`config.mk`:
```
export PLATFORM = sky130hd
export DESIGN_NAME = hex_digit_sequencer
export DESIGN_NICKNAME = d
export VERILOG_FILES = /design/src/rtl/hex_seq_pkg.sv /design/src/rtl/btn_debounce.sv /design/src/rtl/hex_digit_sequencer.sv
export SDC_FILE = /design/constraint.sdc
export NUM_CORES = 1
export LEC_CHECK = 0
export ABC_AREA = 0
export CORE_MARGIN = 2
export CORE_UTILIZATION = 55
export CTS_BUF_LIST = sky130_fd_sc_hd__clkbuf_2 sky130_fd_sc_hd__clkbuf_4 sky130_fd_sc_hd__clkbuf_8
export CTS_CLUSTER_DIAMETER = 50
export DETAILED_ROUTE_END_ITERATION = 12
export GPL_TIMING_DRIVEN = 0
export PLACE_DENSITY = 0.81
export SETUP_SLACK_MARGIN = 0.1
export SLEW_MARGIN = 20
export SYNTH_ARGS = -nofsm -noshare
export SYNTH_HDL_FRONTEND = slang
export SYNTH_SLANG_ARGS = --single-unit
```
`constraint.sdc`:
```
create_clock -name clk_2 -period 3.8 [get_ports clk_2]
set_input_delay 0.38 -clock clk_2 [delete_from_list [all_inputs] [get_ports clk_2]]
set_output_delay 0.38 -clock clk_2 [all_outputs]
set_load 0.05 [all_outputs]
```
`src/rtl/hex_seq_pkg.sv`:
```
// Shared state encoding, digit type and modular step arithmetic for the hex digit sequencer.
// Combinational helpers only; no timing or flow control of their own.
package hex_seq_pkg;

    localparam int DIGIT_W = 4;
    localparam logic [DIGIT_W-1:0] DIGIT_MAX = 4'hF;

    typedef logic [DIGIT_W-1:0] digit_t;

    typedef enum logic [1:0] {
        ST_STOP = 2'd0,
        ST_RUN  = 2'd1,
        ST_LOAD = 2'd2
    } state_t;

    typedef struct packed {
        digit_t value;
        logic   wrap;
    } step_t;

    // One modular step; wrap flags only the 15->0 / 0->15 rollover.
    function automatic step_t advance(input digit_t cur, input logic up);
        step_t res;
        res.value = up ? cur + digit_t'(1) : cur - digit_t'(1);
        res.wrap  = up ? (cur == DIGIT_MAX) : (cur == '0);
        return res;
    endfunction

endpackage

```
`src/rtl/btn_debounce.sv`:
```
// Button conditioner: 2-FF synchronizer plus stability counter, rise is a registered 1-cycle pulse.
// Raw edge to rise takes 2+DB_CYCLES cycles; no backpressure, level changes only after DB_CYCLES equal samples.
module btn_debounce #(
    parameter int DB_CYCLES = 3
) (
    input  logic clk_2,
    input  logic rst_n,
    input  logic raw,
    output logic level,
    output logic rise
);

    localparam int CNT_W = (DB_CYCLES > 1) ? $clog2(DB_CYCLES) : 1;

    logic             sync_a;
    logic             sync_b;
    logic [CNT_W-1:0] stable_cnt;

    always_ff @(posedge clk_2 or negedge rst_n) begin
        if (!rst_n) begin
            sync_a     <= 1'b0;
            sync_b     <= 1'b0;
            stable_cnt <= '0;
            level      <= 1'b0;
            rise       <= 1'b0;
        end else begin
            sync_a <= raw;
            sync_b <= sync_a;
            rise   <= 1'b0;
            // Counts consecutive samples disagreeing with the accepted level; any agreeing sample restarts it.
            if (sync_b == level) begin
                stable_cnt <= '0;
            end else if (stable_cnt == CNT_W'(DB_CYCLES - 1)) begin
                stable_cnt <= '0;
                level      <= sync_b;
                rise       <= sync_b;
            end else begin
                stable_cnt <= stable_cnt + CNT_W'(1);
            end
        end
    end

endmodule

```
`src/rtl/hex_digit_sequencer.sv`:
```
// Hex digit source for the seven-segment decoder: prescaled auto stepping, debounced manual step, switch load.
// Registered outputs; a press changes digit one cycle after its debounced rise; no backpressure, pulses are fire-and-forget.
module hex_digit_sequencer
    import hex_seq_pkg::*;
#(
    parameter int TICK_DIV  = 4,
    parameter int DB_CYCLES = 3
) (
    input  logic               clk_2,
    input  logic               rst_n,
    input  logic               mode_auto,
    input  logic               dir_up,
    input  logic               btn_step,
    input  logic               btn_load,
    input  logic [DIGIT_W-1:0] load_val,
    output logic [DIGIT_W-1:0] digit,
    output logic               digit_valid,
    output logic               wrap
);

    localparam int PRE_W = $clog2(TICK_DIV);

    state_t           state;
    logic [PRE_W-1:0] prescaler;
    logic             step_rise;
    logic             load_rise;
    logic             step_level_unused;
    logic             load_level_unused;
    logic             tick;
    step_t            nxt;

    btn_debounce #(.DB_CYCLES(DB_CYCLES)) u_step_db (
        .clk_2 (clk_2),
        .rst_n (rst_n),
        .raw   (btn_step),
        .level (step_level_unused),
        .rise  (step_rise)
    );

    btn_debounce #(.DB_CYCLES(DB_CYCLES)) u_load_db (
        .clk_2 (clk_2),
        .rst_n (rst_n),
        .raw   (btn_load),
        .level (load_level_unused),
        .rise  (load_rise)
    );

    assign tick = (prescaler == PRE_W'(TICK_DIV - 1));
    assign nxt  = advance(digit, dir_up);

    always_ff @(posedge clk_2 or negedge rst_n) begin
        if (!rst_n) begin
            state       <= ST_STOP;
            prescaler   <= '0;
            digit       <= '0;
            digit_valid <= 1'b0;
            wrap        <= 1'b0;
        end else begin
            digit_valid <= 1'b0;
            wrap        <= 1'b0;
            // Load wins over any coincident step or tick, which is simply dropped.
            if (load_rise && (state != ST_LOAD)) begin
                state       <= ST_LOAD;
                prescaler   <= '0;
                digit       <= load_val;
                digit_valid <= 1'b1;
            end else begin
                case (state)
                    ST_STOP: begin
                        prescaler <= '0;
                        if (mode_auto) begin
                            state <= ST_RUN;
                        end
                        if (step_rise) begin
                            digit       <= nxt.value;
                            wrap        <= nxt.wrap;
                            digit_valid <= 1'b1;
                        end
                    end
                    ST_RUN: begin
                        if (!mode_auto) begin
                            state     <= ST_STOP;
                            prescaler <= '0;
                        end else if (tick) begin
                            prescaler   <= '0;
                            digit       <= nxt.value;
                            wrap        <= nxt.wrap;
                            digit_valid <= 1'b1;
                        end else begin
                            prescaler <= prescaler + PRE_W'(1);
                        end
                    end
                    ST_LOAD: begin
                        // mode_auto is re-read here so a switch flipped during the load is honoured.
                        state     <= mode_auto ? ST_RUN : ST_STOP;
                        prescaler <= '0;
                    end
                    default: begin
                        state     <= ST_STOP;
                        prescaler <= '0;
                    end
                endcase
            end
        end
    end

endmodule

```
==> metrics.log <==
INFO  metric synth_nets = 100
INFO  metric outcome = finished, final reports clean
INFO  metric yosysTopAreaCell = sky130_fd_sc_hd__dfrtp_1
INFO  metric post_synth_num_cell_types = 32
INFO  metric setup_viol = 0
INFO  metric setup_repair_after_global_routing_missed_its_margin = false
INFO  metric maxCapViolCount = 0
INFO  metric worst_ir_drop_vdd = about 0.00055 V
INFO  metric cts_tree = done
INFO  metric setup_tns_final = 0 ns
INFO  metric final.period_utilization = around 55%
INFO  metric leakage = between 0.5 and 0.6 nW
INFO  metric design.die.area = 0.002202 mm^2
INFO  metric io_buffers = 15
INFO  metric layout.cells.most_common = sky130_fd_sc_hd__dfrtp_1
INFO  metric worst_skew_pair.late_latency = around 0.30 ns
INFO  metric htreeDepth = 1
INFO  metric worst_slew_margin_rel = between 60 and 70%
INFO  metric grt_overflow = 0
INFO  metric initial_core_util = a little under 60%
INFO  metric layout_setup_ws = between 1.5 and 2 ns
INFO  metric synthDominantCellAreaShare = between 50% and 60%
INFO  metric timing.fmax = 0.4816 GHz
INFO  metric highest_count_cells_in_the_layout_ignoring_fill_and_taps = sky130_fd_sc_hd__dfrtp_1, sky130_fd_sc_hd__clkdlybuf4s50_1, sky130_fd_sc_hd__nor2_1, sky130_fd_sc_hd__mux2_2, sky130_fd_sc_hd__o21ai_0
INFO  metric dp.final_hpwl = 1.298 mm
INFO  metric dieHeight = ~47 um
INFO  metric worstPathRequired = approximately 4.0 ns
INFO  metric worst-slew-pin-transition = around 0.50 ns
INFO  metric post-place-ws = approximately 1.4 ns
INFO  metric worstPathArrival = between 2 and 2.5 ns
INFO  metric drt_iter0_drc = 9
INFO  metric cts.repair_timing.setup_buffer_count = 0
INFO  metric ioPinCount = 16
INFO  metric hp-class = in2async
INFO  metric route.detailed.wl_per_inst = roughly 13 um
INFO  metric insertedDiodeCount = 0
INFO  metric die-width = between 40 and 50 um
INFO  metric vias_per_cell = between 5 and 6
INFO  metric post_cts_resized = 0
INFO  metric grt_max_degree = 23
INFO  metric layout_area_growth_over_synthesis = 19.63%
INFO  metric final_max_slew_viol_count = 0
INFO  metric first_global_vias = between 600 and 700
INFO  metric yosysWarningCount = 0
INFO  metric grt_pass1_wl = ~2.8 mm
INFO  metric postRouteAntennaNets = 0
INFO  metric final.setup_skew = ~0.00092 ns
INFO  metric placementRows = 15
INFO  metric path_max_fanout = 5
INFO  metric num-nets-final = 120
INFO  metric clock_sink_count = 22
INFO  metric finalWeightedCongestion = between 0.8 and 0.9
INFO  metric synth.cell_area = roughly 0.001 mm^2
INFO  metric drc = 0
INFO  metric worstSetupStartpointType = primary input
INFO  metric grt_use_total = 18.86%
INFO  metric fp.coreArea = 0.001727 mm^2
INFO  metric dr_total_vias = ~700
INFO  metric dominantRegCellSynth = sky130_fd_sc_hd__dfrtp_1
INFO  metric antenna_found_initial = 0
INFO  metric drt_pre_antenna_iters = 4
INFO  metric synth_enable_flop_cells = 0
INFO  metric hold_buffers = 0
INFO  metric cts.clk_slew.worst_paths = around 0.11 ns
INFO  metric final_period_demand_of_the_worst_path = 2.077 ns
INFO  metric postRouteWirelength = around 1.7 mm
INFO  metric r2r.worst_path.cells = 5
INFO  metric ys_seq_area_share = around 54%
INFO  metric multiInputGateArea = roughly 440 um^2
INFO  metric synth_area_per_cell = 11.78 um^2
INFO  metric synthArstFlopShare = between 90% and 100%
INFO  metric pwr_density_cell = 662.8 mW/mm^2
INFO  metric n_fill_cell = around 140
INFO  metric synthTopCellsByArea = sky130_fd_sc_hd__dfrtp_1, sky130_fd_sc_hd__mux2_2, sky130_fd_sc_hd__ha_1
INFO  metric layout-drive-gt1-share = between 10% and 20%
INFO  metric total_cts_buffers = 3
INFO  metric synth.ff_latch_count = 22
INFO  metric critical_path.endpoint_type = flip-flop
INFO  metric synthesis.instances = 86
INFO  metric max-clock-path-buffers = 2
INFO  metric clock-root-buffer = sky130_fd_sc_hd__clkbuf_4
INFO  metric timing_worst_setup_path_type = in2reg
INFO  metric timing_hold_violations_final = 0
INFO  metric area.sequential = ~550 um^2
==> synth_stat cells (2+ instances only) <==
cell	count
sky130_fd_sc_hd__dfrtp_1	22
sky130_fd_sc_hd__mux2_2	6
sky130_fd_sc_hd__nor2_1	6
sky130_fd_sc_hd__o21ai_0	4
sky130_fd_sc_hd__and3_1	3
sky130_fd_sc_hd__and3b_1	3
sky130_fd_sc_hd__ha_1	3
sky130_fd_sc_hd__inv_1	3
sky130_fd_sc_hd__nand2_1	3
sky130_fd_sc_hd__nor2b_1	3
sky130_fd_sc_hd__nor3_1	3
sky130_fd_sc_hd__nor3b_1	3
sky130_fd_sc_hd__nand3_1	2
sky130_fd_sc_hd__nand4_1	2
sky130_fd_sc_hd__xnor2_1	2
sky130_fd_sc_hd__xor2_1	2
==> worst max-delay path, cell delays in order <==
cell	delay, ns
sky130_fd_sc_hd__clkdlybuf4s50_1	0.53
sky130_fd_sc_hd__inv_1	0.11
sky130_fd_sc_hd__ha_1	0.35
sky130_fd_sc_hd__and3_1	0.21
sky130_fd_sc_hd__or3_1	0.36
sky130_fd_sc_hd__a211o_1	0.29
sky130_fd_sc_hd__nand4_1	0.09
==> layout make-up <==
| cell class | count | area share (%) |
|---|---|---|
| well taps | 25 | 2.580 |
| clock buffers | 3 | 1.858 |
| multi-input cells | 60 | 36.33 |
| repair buffers | 15 | 11.97 |
| plain buffers | 1 | 0.9288 |
| inverters | 3 | 0.9288 |
| flip-flops and latches | 22 | 45.41 |
==> registers in the layout, indices dropped and copies added (netlist names) <==
signal                cells
u_step_db.stable_cnt      2
state                     2
u_step_db.level           1
u_load_db.sync_b          1
u_step_db.sync_b          1
prescaler                 2
digit_valid               1
u_load_db.sync_a          1
u_load_db.rise            1
u_step_db.sync_a          1
u_load_db.stable_cnt      2
u_load_db.level           1
digit                     4
wrap                      1
u_step_db.rise            1
==> layer usage <==
layer | routed length (um) | vias up | part of all wire (%) | GRT usage, %
li1 | - | 344 | - | -
met1 | 793 | 333 | 47 | 24.94
met2 | 800 | 12 | 47 | 30.14
met3 | 55 | 4 | 3.3 | 3.846
met4 | 39 | 0 | 2.3 | 8.333
met5 | 0 | - | 0 | 0
==> where the power goes <==
group	leakage (nW)	total, mW	internal [mW]	switching, mW
clock network	0.0138	0.101	0.0370	0.0640
registers	0.274	0.359	0.296	0.0630
logic	0.260	0.344	0.164	0.180
==> kinds of logic after synthesis <==
| family | share of synthesized area (%) |
|---|---|
| AOI/OAI and AO/OA | 9.260 |
| xor gates and xnor gates | 3.457 |
| adders and majority gates | 5.679 |
| buffers and inverters | 2.222 |
| DFF | 54.32 |
| muxes | 6.666 |
| and+or+nand+nor | 18.40 |
==> metrics by stage <==
| step | cell area [um^2] | power, mW | hold WS [ns] | cells | utilization, % |
|---|---|---|---|---|---|
| 2_1_floorplan | 1013 | 0.6004 | 0.08441 | 86 | - |
| 3_3_place_gp | 1195 | 0.6896 | 0.3335 | 126 | 69.20 |
| 3_5_place_dp | 1195 | 0.7128 | 0.3403 | 126 | 69.20 |
| 4_1_cts | 1217 | 0.8136 | 0.3626 | 129 | 70.51 |
| 5_1_grt | 1212 | 0.8585 | 0.06393 | 129 | 70.22 |
| 6_report | 1212 | 0.8035 | 0.02001 | 129 | 70.22 |
==> worst paths after layout <==
| check | endpoint | from | slack [ns] |
|---|---|---|---|
| worst max-delay path | digit[3] | dir_up | 1.72 |
| worst min-delay path | digit[3] | rst_n | 0.02 |
| worst max register to register | digit[3] | digit[2] | 2.01 |
| worst min register to register | u_step_db.sync_b | u_step_db.sync_a | 0.36 |
| max in group asynchronous | u_load_db.stable_cnt[1] | rst_n | 3.45 |
| min in group clk_2 | u_step_db.sync_b | u_step_db.sync_a | 0.36 |
(Power assumes the default switching activity.)
